$ cat src/rtl/pixel_stream_gen.sv
// Raster-scan pixel source: one IMG_WIDTH x IMG_HEIGHT frame per start, background plus three square markers.
// Optional pixel noise (16-bit LFSR, clamped) is enabled by defining PIXEL_STREAM_GEN_NOISE_EN.
module pixel_stream_gen #(
  parameter int          IMG_WIDTH  = 640,
  parameter int          IMG_HEIGHT = 480,
  parameter int          MARK_SIZE  = 4,
  parameter int          BG_VAL     = 300,
  parameter logic [35:0] COLOR0     = {12'd50, 12'd100, 12'd150},
  parameter logic [35:0] COLOR1     = {12'd450, 12'd500, 12'd550},
  parameter logic [35:0] COLOR2     = {12'd900, 12'd950, 12'd1000},
  localparam int         XW         = $clog2(IMG_WIDTH),
  localparam int         YW         = $clog2(IMG_HEIGHT)
) (
  input  logic               clk,
  input  logic               rst,
  input  logic               start,
  input  logic [XW-1:0]      cx0,
  input  logic [XW-1:0]      cx1,
  input  logic [XW-1:0]      cx2,
  input  logic [YW-1:0]      cy0,
  input  logic [YW-1:0]      cy1,
  input  logic [YW-1:0]      cy2,
  input  logic               ready,
  output logic signed [11:0] pixel_r,
  output logic signed [11:0] pixel_g,
  output logic signed [11:0] pixel_b,
  output logic               pixel_valid,
  output logic [XW-1:0]      x,
  output logic [YW-1:0]      y,
  output logic               busy,
  output logic               frame_done
);

  // Handshake: a pixel transfers (beat) on a cycle where pixel_valid & ready; without a beat
  // every pixel output holds; ready is ignored while pixel_valid is low.

  localparam int CW = ((XW > YW) ? XW : YW) + $clog2(MARK_SIZE) + 2;
  localparam logic signed [CW-1:0] HALF = CW'(MARK_SIZE / 2);
  localparam logic [35:0] BG_RGB = {12'(BG_VAL), 12'(BG_VAL), 12'(BG_VAL)};

  typedef enum logic [1:0] {S_IDLE, S_RUN, S_DONE} state_t;

  state_t              state_q, state_d;
  logic [2:0][XW-1:0]  cx_q, cx_d;
  logic [2:0][YW-1:0]  cy_q, cy_d;
  logic [XW-1:0]       nx;
  logic [YW-1:0]       ny;
  logic                nvalid, ndone, load_rgb, zero_rgb;
  logic                beat, last_pix;
  logic [2:0]          hit;
  logic [35:0]         ideal_rgb, pix_d;

  // Signed, widened compare so regions clip cleanly at both frame edges.
  function automatic logic in_span(input logic signed [CW-1:0] p, input logic signed [CW-1:0] c);
    return (p >= c - HALF) && (p <= c + HALF - CW'(1));
  endfunction

  assign beat     = pixel_valid & ready;
  assign last_pix = (x == XW'(IMG_WIDTH - 1)) && (y == YW'(IMG_HEIGHT - 1));

  always_comb begin
    state_d  = state_q;
    cx_d     = cx_q;
    cy_d     = cy_q;
    nx       = x;
    ny       = y;
    nvalid   = pixel_valid;
    ndone    = 1'b0;
    load_rgb = 1'b0;
    zero_rgb = 1'b0;
    case (state_q)
      S_IDLE: begin
        if (start) begin
          state_d  = S_RUN;
          cx_d     = {cx2, cx1, cx0};
          cy_d     = {cy2, cy1, cy0};
          nx       = '0;
          ny       = '0;
          nvalid   = 1'b1;
          load_rgb = 1'b1;
        end
      end
      S_RUN: begin
        if (beat) begin
          if (last_pix) begin
            state_d  = S_DONE;
            nx       = '0;
            ny       = '0;
            nvalid   = 1'b0;
            ndone    = 1'b1;
            zero_rgb = 1'b1;
          end else begin
            if (x == XW'(IMG_WIDTH - 1)) begin
              nx = '0;
              ny = y + YW'(1);
            end else begin
              nx = x + XW'(1);
            end
            load_rgb = 1'b1;
          end
        end
      end
      S_DONE:  state_d = S_IDLE;
      default: state_d = S_IDLE;
    endcase
  end

  // Colour is chosen from the next coordinates and next centres so it lines up with x,y.
  always_comb begin
    for (int k = 0; k < 3; k++) begin
      hit[k] = in_span(CW'(nx), CW'(cx_d[k])) && in_span(CW'(ny), CW'(cy_d[k]));
    end
    if (hit[0])      ideal_rgb = COLOR0;
    else if (hit[1]) ideal_rgb = COLOR1;
    else if (hit[2]) ideal_rgb = COLOR2;
    else             ideal_rgb = BG_RGB;
  end

`ifdef PIXEL_STREAM_GEN_NOISE_EN
  localparam logic [15:0] SEED = 16'hACE1;
  logic [15:0] lfsr_q, lfsr_d;

  function automatic logic [11:0] add_noise(input logic [11:0] v, input logic [2:0] n);
    logic signed [13:0] s;
    s = $signed({2'b00, v}) + $signed({11'b0, n}) - 14'sd4;
    if (s < 0)              return 12'd0;
    else if (s > 14'sd2047) return 12'd2047;
    else                    return s[11:0];
  endfunction

  always_comb begin
    lfsr_d = lfsr_q;
    if (state_q == S_IDLE && start)
      lfsr_d = SEED;
    else if (state_q == S_RUN && beat)
      lfsr_d = {lfsr_q[14:0], lfsr_q[15] ^ lfsr_q[13] ^ lfsr_q[12] ^ lfsr_q[10]};
    pix_d = {add_noise(ideal_rgb[35:24], lfsr_d[2:0]),
             add_noise(ideal_rgb[23:12], lfsr_d[6:4]),
             add_noise(ideal_rgb[11:0],  lfsr_d[10:8])};
  end

  always_ff @(posedge clk or posedge rst) begin
    if (rst) lfsr_q <= SEED;
    else     lfsr_q <= lfsr_d;
  end
`else
  assign pix_d = ideal_rgb;
`endif

  always_ff @(posedge clk or posedge rst) begin
    if (rst) begin
      state_q     <= S_IDLE;
      cx_q        <= '0;
      cy_q        <= '0;
      x           <= '0;
      y           <= '0;
      pixel_valid <= 1'b0;
      busy        <= 1'b0;
      frame_done  <= 1'b0;
      pixel_r     <= '0;
      pixel_g     <= '0;
      pixel_b     <= '0;
    end else begin
      state_q     <= state_d;
      cx_q        <= cx_d;
      cy_q        <= cy_d;
      x           <= nx;
      y           <= ny;
      pixel_valid <= nvalid;
      busy        <= (state_d == S_RUN);
      frame_done  <= ndone;
      if (zero_rgb) begin
        pixel_r <= '0;
        pixel_g <= '0;
        pixel_b <= '0;
      end else if (load_rgb) begin
        pixel_r <= pix_d[35:24];
        pixel_g <= pix_d[23:12];
        pixel_b <= pix_d[11:0];
      end
    end
  end

endmodule
$ cat config.mk
export PLATFORM = sky130hd
export DESIGN_NAME = pixel_stream_gen
export DESIGN_NICKNAME = d
export VERILOG_FILES = /design/src/rtl/pixel_stream_gen.sv
export SDC_FILE = /design/constraint.sdc
export NUM_CORES = 1
export LEC_CHECK = 0
export ABC_CLOCK_PERIOD_IN_PS = 7200
export BUFFER_PORTS_ARGS = -buffer_cell sky130_fd_sc_hd__buf_2
export CORE_ASPECT_RATIO = 1.25
export CORE_UTILIZATION = 41
export DETAILED_ROUTE_END_ITERATION = 10
export PLACE_DENSITY = 0.68
export SYNTH_ARGS = -nofsm -noshare
export SYNTH_HDL_FRONTEND = slang
export SYNTH_SLANG_ARGS = --single-unit
$ cat constraint.sdc
create_clock -name clk -period 7.2 [get_ports clk]
set_clock_uncertainty 0.15 [all_clocks]
set_input_delay 1.08 -clock clk [delete_from_list [all_inputs] [get_ports clk]]
set_output_delay 1.08 -clock clk [all_outputs]
set_load 0.01 [all_outputs]
==> results of run 1 <==
-- area by class of cell --
cell class	count	area share
clock inverter	7	0.00967
sequential	93	0.225
multi-input combinational	863	0.617
clock buffer	9	0.0217
tap	283	0.0342
timing repair buffer	123	0.0640
inverter	77	0.0284
-- cells in the mapped netlist (8+ instances only) --
master,instances
buf_4,28
dfrtp_1,93
nand2_1,86
nor2_1,52
a21oi_1,42
nand4_1,29
xnor2_1,74
mux2i_1,64
buf_6,10
buf_2,10
nor2b_1,10
nor3_1,47
a21boi_0,8
a211oi_1,12
a21o_1,14
o21ai_0,48
o31ai_1,12
nand3_1,61
xor2_1,20
inv_1,73
ha_1,98
and3_1,17
-- worst reg2reg max path, delay by kind of cell (launching register included) --
family	cells	cell delay, ns
buf+inv	1	0.05
compound gates	8	2.36
simple gates	5	1.67
fa+ha+maj	1	0.29
flops	1	0.46
-- flip-flops by register name, summed over array words and instances (netlist names) --
register,cells
busy,1
x,10
cx_q,30
pixel_r,8
pixel_valid,1
cy_q,27
state_q,2
y,9
pixel_g,2
pixel_b,2
frame_done,1
-- stage by stage --
step                      hold slack, ns  cells   util  setup slack (ns)
after floorplan                    0.360   1089      -              1.12
after global placement             0.353   1439  0.448              1.70
after detailed placement           0.356   1439  0.448              1.59
after CTS                          0.371   1455  0.463              1.96
after global routing               0.392   1455  0.463              1.68
final                              0.361   1455  0.463              1.99
-- where the power goes --
part	switching [mW]	leakage [nW]	internal [mW]
combinational	0.940	3.52	0.677
sequential	0.132	1.14	0.660
clock	0.230	0.148	0.306
total	1.30	4.80	1.64
-- final timing paths --
kind                                        start                      to
setup / recovery                            start  pixel_r[5]$_DFFE_PP0P_
hold / removal             pixel_r[4]$_DFFE_PP0P_  pixel_r[4]$_DFFE_PP0P_
setup reg to reg             state_q[0]$_DFF_PP0_  pixel_b[7]$_DFFE_PP0P_
hold reg to reg            pixel_r[4]$_DFFE_PP0P_  pixel_r[4]$_DFFE_PP0P_
max in group asynchronous                     rst  pixel_r[7]$_DFFE_PP0P_
min in group asynchronous                     rst       cy_q[7]$_DFF_PP0_
-- kinds of logic (layout without fill, tap and decap cells) --
group | Yosys count | in the layout | share of synthesized area
and+or+nand+nor | 368 | 368 | 0.210
AOI/OAI and AO/OA | 213 | 213 | 0.158
buffers and inverters | 133 | 216 | 0.0752
adders and majority gates | 106 | 106 | 0.139
xor gates and xnor gates | 95 | 95 | 0.0894
DFF | 93 | 93 | 0.248
muxes | 72 | 72 | 0.0794
other | 1 | 9 | 0.000399
-- cell usage in the layout (no fill, tap or decap), drive strengths merged, types with 10 or more instances in the layout --
cell type  Yosys  routed
nand3         61      61
xor2          20      20
o31ai         12      12
mux2i         65      65
dfrtp         93      93
ha            98      98
and3          17      17
nand4         32      32
inv           77      77
xnor2         75      75
nor2          53      53
a21oi         42      42
o21ai         49      49
nor3          47      47
a211oi        14      14
a21o          14      14
buf           50     123
and2          10      10
nand2         87      87
nor2b         10      10
-- per-layer routing --
layer | GRT usage | vias up | share of wire
li1 | - | 4077 | -
met4 | 0.0712 | 0 | 0.022
met2 | 0.397 | 222 | 0.50
met1 | 0.263 | 4039 | 0.43
met3 | 0.0460 | 51 | 0.048
met5 | 0 | - | 0
==> metrics.csv, run 1 <==
metric,value,unit
status,"finished, final reports clean",
vias,8389,
grt_pass1_vias,8273,
hpwl,19700,um
period_minus_slack,5.21,ns
grt_pass1_wl,41100,um
synthFlopType,dfrtp_1,
clock-sinks,93,
path_buf_inv,3,
critPathKind,input pin to register,
die_y,171,um
routedWlPerCell,17.3,um
timing.max_cap.violations,0,
cp-end-kind,register,
hold_class,register to register,
max-slew-margin-rel,0.341,
fp.dieW,137,um
ys_top_cells_by_area,"dfrtp_1, ha_1, xnor2_1",
ir_drop,0.153,mV
cts_tree,yes,
clk_pin_slew,0.07,ns
start_util,0.420,
hold_viol_final,0,
nFillCells,2216,
power,2.95,mW
io_pins,119,
grt_max_degree,60,
numPortBuffers,109,
overflow,0,
leakage,4.80,nW
cts_resized,0,
ctsRootBufferMaster,clkbuf_16,
coreArea,22400,sq um
reg2regPathDepth,15,
arrival,5.31,ns
dr.pass1.iters,5,
gp_congestion,0.886,
nets,1326,
drc,0,
fin_setup_tns,0,ns
drive_above_1_share,0.165,
placed_area,10000,sq um
final_area,10400,sq um
ctsHoldBuffers,0,
synth_edf_count,0,
async_flop_share,1.00,
slew_viol_final,0,
syn_to_final_growth,10.3,%
synth-seq-cells,93,
synthCells,1081,
yosysTopAreaCell,dfrtp_1,
holdPathStages,1,
antenna_cells,0,
antenna_found_initial,0,
setup_viol,0,
cellPowerDensity,284,nW/um^2
grt_usage,0.222,
path_cells,buf_2 > nor3b_4 > buf_4 > mux2i_1 > inv_1 > ha_1 > nand3_1 > a22o_1 > or3_1 > xnor2_1 > ha_1 > nand4_1 > or4_1 > nand3_1 > and4b_4 > nor2_2 > a221o_1,
cp.depth,17,
multiInputGateArea,6390,sq um
syn_area_per_cell,8.68,sq um
r2r_setup_slack,2.11,ns
critPathMaxFanout,58,
vias_per_cell,5.77,
clock_path_buffers,2,
critPathSlowestCell,buf_4,
drt_iter0_drc,508,
insertion_delay,0.36,ns
die_area,23500,sq um
syn_area,9390,sq um
required,7.29,ns
cts_buffers,9,
startpoint_type,input pin,
wl,25200,um
register_area,2330,sq um
rsz0062_at_grt,false,
synth_cell_type_count,101,
path_delay_family,simple AND/OR/NAND/NOR gates,
yosys_warnings,0,
rows,61,
tightest_slew,0.976,ns
post_cts_buffers,0,
ys_seq_area_frac,0.248,
cts_max_level,3,
max_stage_delay,0.63,ns
synth.top_cell.area_share,0.248,
antenna_left,0,
fmax,192,MHz
fin_crit_sh,0.724,
(Power assumes the default switching activity.)
==> run 2, diff against run 1 <==
--- a/config.mk
+++ b/config.mk
@@ -5,12 +5,12 @@
 export SDC_FILE = /design/constraint.sdc
 export NUM_CORES = 1
 export LEC_CHECK = 0
-export ABC_CLOCK_PERIOD_IN_PS = 7200
+export ABC_CLOCK_PERIOD_IN_PS = 4600
 export BUFFER_PORTS_ARGS = -buffer_cell sky130_fd_sc_hd__buf_2
 export CORE_ASPECT_RATIO = 1.25
 export CORE_UTILIZATION = 41
 export DETAILED_ROUTE_END_ITERATION = 10
-export PLACE_DENSITY = 0.68
+export PLACE_DENSITY = 0.7
 export SYNTH_ARGS = -nofsm -noshare
 export SYNTH_HDL_FRONTEND = slang
 export SYNTH_SLANG_ARGS = --single-unit
==> constraint.sdc (replaced) <==
create_clock -name clk -period 4.6 [get_ports clk]
set_clock_uncertainty 0.15 [all_clocks]
set_input_delay 0.69 -clock clk [delete_from_list [all_inputs] [get_ports clk]]
set_output_delay 0.69 -clock clk [all_outputs]
set_load 0.01 [all_outputs]
==> run 2 against run 1 <==
Against the previous run:
- first-iteration DRC count is 44% higher
- wire length increased by 10%
- combinational power rose by 91%
- cell area grew 12%
- register-to-register slack worse by 1.9 ns
- via count rose by 8.1%
- sequential cell count unchanged
- non-clock buffer count is 150 higher
==> metrics.csv, run 2 (synthesis results as in run 1) <==
metric,value,unit,change
status,"finished, final reports clean",,unchanged
rows,61,,unchanged
largest_register_ffs,30,,unchanged
cp-end-kind,register,,unchanged
vias,9071,,was 8389
antenna_found_initial,2,,was 0
startpoint_type,register,,was input pin
slew_viol_final,0,,unchanged
syn_to_final_growth,23.6,%,was 10.3%
clock-sinks,93,,unchanged
fmax,228,MHz,
drc,0,,unchanged
max_stage_delay,0.46,ns,was 0.63 ns
layout_commonest_cell,buf_4,,was buf_2
ir_drop,0.222,mV,was 0.153 mV
critPathSlowestCell,dfrtp_1,,was buf_4
clk_pin_slew,0.08,ns,was 0.07 ns
timing.max_cap.violations,0,,unchanged
vias_per_cell,5.64,,was 5.77
required,4.70,ns,was 7.29 ns
grt_pass1_wl,44700,um,was 41100 um
grt_pass1_vias,8968,,was 8273
path_delay_family,compound AO/OA/AOI/OAI gates,,was simple AND/OR/NAND/NOR gates
layout_common_cells,"buf_4, buf_2, ha_1",,"was buf_2, ha_1, dfrtp_1"
tightest_slew,0.967,ns,was 0.976 ns
cts_max_level,3,,unchanged
hold_class,input pin to async pin,,was register to register
fin_crit_sh,0.952,,
period_minus_slack,4.38,ns,
routedWlPerCell,17.4,um,was 17.3 um
top_regs,"cx_q: 30 flops, cy_q: 27 flops, x: 10 flops",,unchanged
path_buf_inv,3,,unchanged
cts_buffers,9,,unchanged
drive_above_1_share,0.272,,was 0.165
ctsRootBufferMaster,clkbuf_16,,unchanged
rsz0062_at_grt,false,,unchanged
power,5.13,mW,was 2.95 mW
path_cells,nand4bb_1 > nor2_1 > nand4_1 > a22oi_1 > buf_4 > buf_4 > ha_1 > a21boi_0 > o21a_1 > o21a_1 > o22ai_1 > a31oi_1 > o221ai_1 > a211oi_2 > o211a_4 > inv_2 > a311o_1,,was buf_2 > nor3b_4 > buf_4 > mux2i_1 > inv_1 > ha_1 > nand3_1 > a22o_1 > or3_1 > xnor2_1 > ha_1 > nand4_1 > or4_1 > nand3_1 > and4b_4 > nor2_2 > a221o_1
insertion_delay,0.36,ns,about the same
drt_iter0_drc,732,,was 508
nFillCells,2089,,was 2216
top_register,cx_q,,unchanged
leakage,5.56,nW,was 4.80 nW
arrival,4.48,ns,was 5.31 ns
gp_congestion,0.900,,was 0.886
fin_setup_tns,0,ns,unchanged
hold_viol_final,0,,unchanged
grt_max_degree,42,,was 60
start_util,0.420,,unchanged
die_area,23500,sq um,unchanged
fp.dieW,137,um,unchanged
antenna_left,0,,unchanged
nets,1476,,was 1326
utilization,0.519,,was 0.463
critPathMaxFanout,7,,was 58
cts_tree,yes,,unchanged
cellPowerDensity,442,nW/um^2,was 284 nW/um^2
dr.pass1.iters,7,,was 5
coreArea,22400,sq um,unchanged
io_pins,119,,unchanged
die_y,171,um,unchanged
grt_usage,0.245,,was 0.222
overflow,0,,unchanged
wl,27900,um,was 25200 um
setup_viol,0,,unchanged
max-slew-margin-rel,0.337,,was 0.341
numPortBuffers,109,,unchanged
hpwl,22500,um,was 19700 um
critPathKind,register to register,,was input pin to register
clock_path_buffers,2,,unchanged
==> run 2: changes by cell type in the layout (fill, tap and decap cells not counted), moves of 3 or more <==
cell / delta
buf_4: +145
ha_1: -3
buf_12: +5
o21ai_0: -3
clkinvlp_4: -3
==> run 2: worst paths after layout <==
path                                   startpoint                      to  slack, ns  cells after the start
setup reg to reg                   x[7]$_DFF_PP0_  pixel_b[7]$_DFFE_PP0P_       0.22                     17
min in group clk           pixel_r[6]$_DFFE_PP0P_  pixel_r[6]$_DFFE_PP0P_       0.36                      1
hold / removal                                rst      cx_q[12]$_DFF_PP0_       0.09                      2
setup / recovery                   x[7]$_DFF_PP0_  pixel_b[7]$_DFFE_PP0P_       0.22                     17
max in group asynchronous                     rst      cx_q[20]$_DFF_PP0_       3.40                      3
hold reg to reg            pixel_r[6]$_DFFE_PP0P_  pixel_r[6]$_DFFE_PP0P_       0.36                      1
==> run 2: metrics by stage <==
stage | hold WS (ns) | instances | instance area, sq um | setup slack (ns)
floorplan | 0.358 | 1089 | 9540 | -0.195
global placement | 0.340 | 1585 | 11200 | -0.164
detailed placement | 0.345 | 1585 | 11200 | -0.250
CTS | 0.0901 | 1601 | 11500 | 0.0323
global route | 0.0983 | 1605 | 11600 | 0.0172
finish | 0.0906 | 1607 | 11600 | 0.222
==> run 2: final cells by class <==
type                    instances  area (sq um)  share of cell area
multi-input cells             863          6470               0.557
well taps                     283           354              0.0305
inverters                      77           294              0.0253
diodes                          2          5.00            0.000431
repair buffers                273          1850               0.160
flip-flops and latches         93          2330               0.201
clock buffers                   9           225              0.0194
clock inverters                 7          78.8             0.00679
==> run 2: what timing repair did <==
action | CTS | global route
setup endpoints to repair | 0 | 11
buffers inserted | 0 | 4
resized for setup | 0 | 4
hold buffers | 0 | 0
==> run 2: routing by layer <==
layer	vias up	wire length, um	GRT usage	share of wire
li1	4386	-	-	-
met2	275	14000	0.434	0.50
met3	53	1340	0.0401	0.048
met1	4357	11800	0.292	0.42
met5	-	0	0	0
met4	0	813	0.0956	0.029
==> run 2: power by group <==
part	switching, mW	total [mW]	internal [mW]	leakage, nW
Combinational	1.60	3.10	1.50	4.27
Clock	0.386	0.772	0.386	0.148
Sequential	0.222	1.26	1.03	1.14
Total	2.21	5.13	2.92	5.56
==> run 3, diff against run 2 <==
--- a/config.mk
+++ b/config.mk
@@ -10,7 +10,7 @@
 export CORE_ASPECT_RATIO = 1.25
 export CORE_UTILIZATION = 41
 export DETAILED_ROUTE_END_ITERATION = 10
-export PLACE_DENSITY = 0.7
+export PLACE_DENSITY = 0.69
 export SYNTH_ARGS = -nofsm -noshare
 export SYNTH_HDL_FRONTEND = slang
 export SYNTH_SLANG_ARGS = --single-unit
==> run 3 against run 2 <==
Against the previous run:
- die area stayed put
- highest routed layer is now met5
- critical path depth stayed put
- total power is 3.9% lower
- cell area is 3.2% lower
- critical path type unchanged
- hold slack better by 0.25 ns
==> metrics.csv, run 3 (synthesis results as in run 1) <==
metric,value,unit,change
p_int,2.78,mW,was 2.92 mW
required,4.70,ns,about the same
clock_path_buffers,2,,unchanged
rsz0062_at_grt,false,,unchanged
pre_cts_ws,-0.104,ns,was -0.250 ns
top_register,cx_q,,unchanged
cellPowerDensity,439,nW/um^2,was 442 nW/um^2
clock-sinks,93,,unchanged
instances_no_fill,1563,,was 1607
ir_drop,0.215,mV,was 0.222 mV
fp.dieW,137,um,unchanged
drive_above_1_share,0.246,,was 0.272
fin_setup_tns,0,ns,unchanged
fin_crit_sh,0.942,,was 0.952
start_util,0.420,,unchanged
coreArea,22400,sq um,unchanged
critPathSlowestCell,or4bb_1,,was dfrtp_1
hpwl,21600,um,was 22500 um
syn_to_final_growth,19.7,%,was 23.6%
gp_congestion,0.929,,was 0.900
leakage,5.34,nW,was 5.56 nW
switching_share,0.436,,was 0.430
period_minus_slack,4.33,ns,was 4.38 ns
ctsHoldBuffers,0,,unchanged
path_common_cell,buf_4,,
rows,61,,unchanged
fmax,231,MHz,was 228 MHz
insertion_delay,0.37,ns,was 0.36 ns
die_area,23500,sq um,unchanged
clkPwrFrac,0.156,,was 0.151
grt_usage,0.238,,was 0.245
slew_viol_final,0,,unchanged
arrival,4.44,ns,was 4.48 ns
hold_class,input pin to async pin,,unchanged
layout_commonest_cell,buf_4,,unchanged
critPathMaxFanout,6,,was 7
tightest_slew,0.851,ns,was 0.967 ns
max-slew-margin-rel,0.433,,was 0.337
cts_max_level,3,,unchanged
hold_viol_final,0,,unchanged
layout_common_cells,"buf_4, buf_2, ha_1",,unchanged
timing.max_cap.violations,0,,unchanged
vias_per_cell,5.62,,was 5.64
drt_iter0_drc,552,,was 732
overflow,0,,unchanged
routedWlPerCell,17.3,um,was 17.4 um
startpoint_type,register,,unchanged
p_switching,2.15,mW,was 2.21 mW
grt_pass1_wl,43200,um,was 44700 um
max_stage_delay,0.49,ns,was 0.46 ns
largest_register_ffs,30,,unchanged
clk_pin_slew,0.08,ns,about the same
ctsRootBufferMaster,clkbuf_16,,unchanged
path_cells,nor3b_4 > buf_4 > buf_4 > mux2i_2 > inv_1 > ha_1 > buf_4 > xor2_1 > ha_1 > a21oi_1 > o211ai_1 > o2111ai_1 > or4bb_1 > nand3_1 > and4b_4 > nor2_2 > a221o_1,,was nand4bb_1 > nor2_1 > nand4_1 > a22oi_1 > buf_4 > buf_4 > ha_1 > a21boi_0 > o21a_1 > o21a_1 > o22ai_1 > a31oi_1 > o221ai_1 > a211oi_2 > o211a_4 > inv_2 > a311o_1
grt_max_degree,66,,was 42
top_regs,"cx_q: 30 flops, cy_q: 27 flops, x: 10 flops",,unchanged
dp_cells,1544,,was 1585
cts_tree,yes,,unchanged
die_y,171,um,unchanged
io_pins,119,,unchanged
antenna_found_initial,2,,unchanged
status,"finished, final reports clean",,unchanged
drc,0,,unchanged
nets,1433,,was 1476
pwr-share-seq,0.253,,was 0.245
placed_area,10900,sq um,was 11200 sq um
grt_pass1_vias,8621,,was 8968
cts_buffers,9,,unchanged
numPortBuffers,109,,unchanged
wl,27100,um,was 27900 um
dr.pass1.iters,5,,was 7
antenna_left,0,,unchanged
power,4.93,mW,was 5.13 mW
vias,8785,,was 9071
critPathKind,register to register,,unchanged
final_area,11200,sq um,was 11600 sq um
combPwrFrac,0.590,,was 0.605
cp-end-kind,register,,unchanged
setup_viol,0,,unchanged
setup_slack,0.268,ns,was 0.222 ns
## run 3: cell types whose count changed in the layout (fill, tap and decap cells not counted), sizes merged
cell	before	now
clkinv	4	2
clkinvlp	0	1
clkbuf	9	10
buf	273	230
diode	2	1
## run 3: repair_timing
item / 4_1_cts / 5_1_grt
setup buffers: 0 / 2
endpoints found under the setup margin: 0 / 6
resized for setup: 0 / 4
## run 3: through the flow
| stage | utilization | hold slack, ns |
|---|---|---|
| floorplan | - | 0.358 |
| global placement | 0.488 | 0.335 |
| detailed placement | 0.488 | 0.350 |
| CTS | 0.501 | 0.366 |
| global route | 0.502 | 0.391 |
| finish | 0.502 | 0.343 |
## run 3: final cells by class
type                       instances  area [sq um]
inverter                          77           294
fill                            2091         11100
clock buffer                      10           239
tap                              283           354
timing repair buffer             230          1490
clock inverter                     6          53.8
multi-input combinational        863          6470
antenna                            1          2.50
sequential                        93          2330
## run 3: metal layers
layer / global-route usage / up-vias / part of all wire
li1: - / 4292 / -
met1: 0.284 / 4183 / 0.43
met2: 0.422 / 258 / 0.50
met3: 0.0345 / 50 / 0.046
met4: 0.0994 / 2 / 0.029
met5: 0 / - / 0.00048
## run 3: critical path: cells and delay by family, from the launching register on
family | cells | cell delay [ns]
simple gates | 5 | 1.34
compound gates | 4 | 0.69
buf+inv | 4 | 0.63
fa+ha+maj | 2 | 0.52
flops | 1 | 0.47
mux | 1 | 0.24
xor+xnor | 1 | 0.16
## run 3: final timing paths
| kind | startpoint | endpoint | slack, ns | cells after the start |
|---|---|---|---|---|
| hold / removal | rst | cx_q[19]$_DFF_PP0_ | 0.34 | 2 |
| hold reg to reg | pixel_r[6]$_DFFE_PP0P_ | pixel_r[6]$_DFFE_PP0P_ | 0.36 | 1 |
| min in group clk | pixel_r[6]$_DFFE_PP0P_ | pixel_r[6]$_DFFE_PP0P_ | 0.36 | 1 |
| max in group asynchronous | rst | cy_q[18]$_DFF_PP0_ | 3.00 | 3 |
| setup / recovery | state_q[1]$_DFF_PP0_ | pixel_r[5]$_DFFE_PP0P_ | 0.27 | 17 |
| setup reg to reg | state_q[1]$_DFF_PP0_ | pixel_r[5]$_DFFE_PP0P_ | 0.27 | 17 |
## run 3: power groups by stage
stage,Combinational [mW],Clock (mW),Sequential (mW)
after CTS,2.90,0.786,1.24
after global placement,2.81,0,1.25
after detailed placement,2.88,0,1.26
after global routing,3.24,0.815,1.28
after floorplan,1.99,0,1.20
final,2.91,0.771,1.25
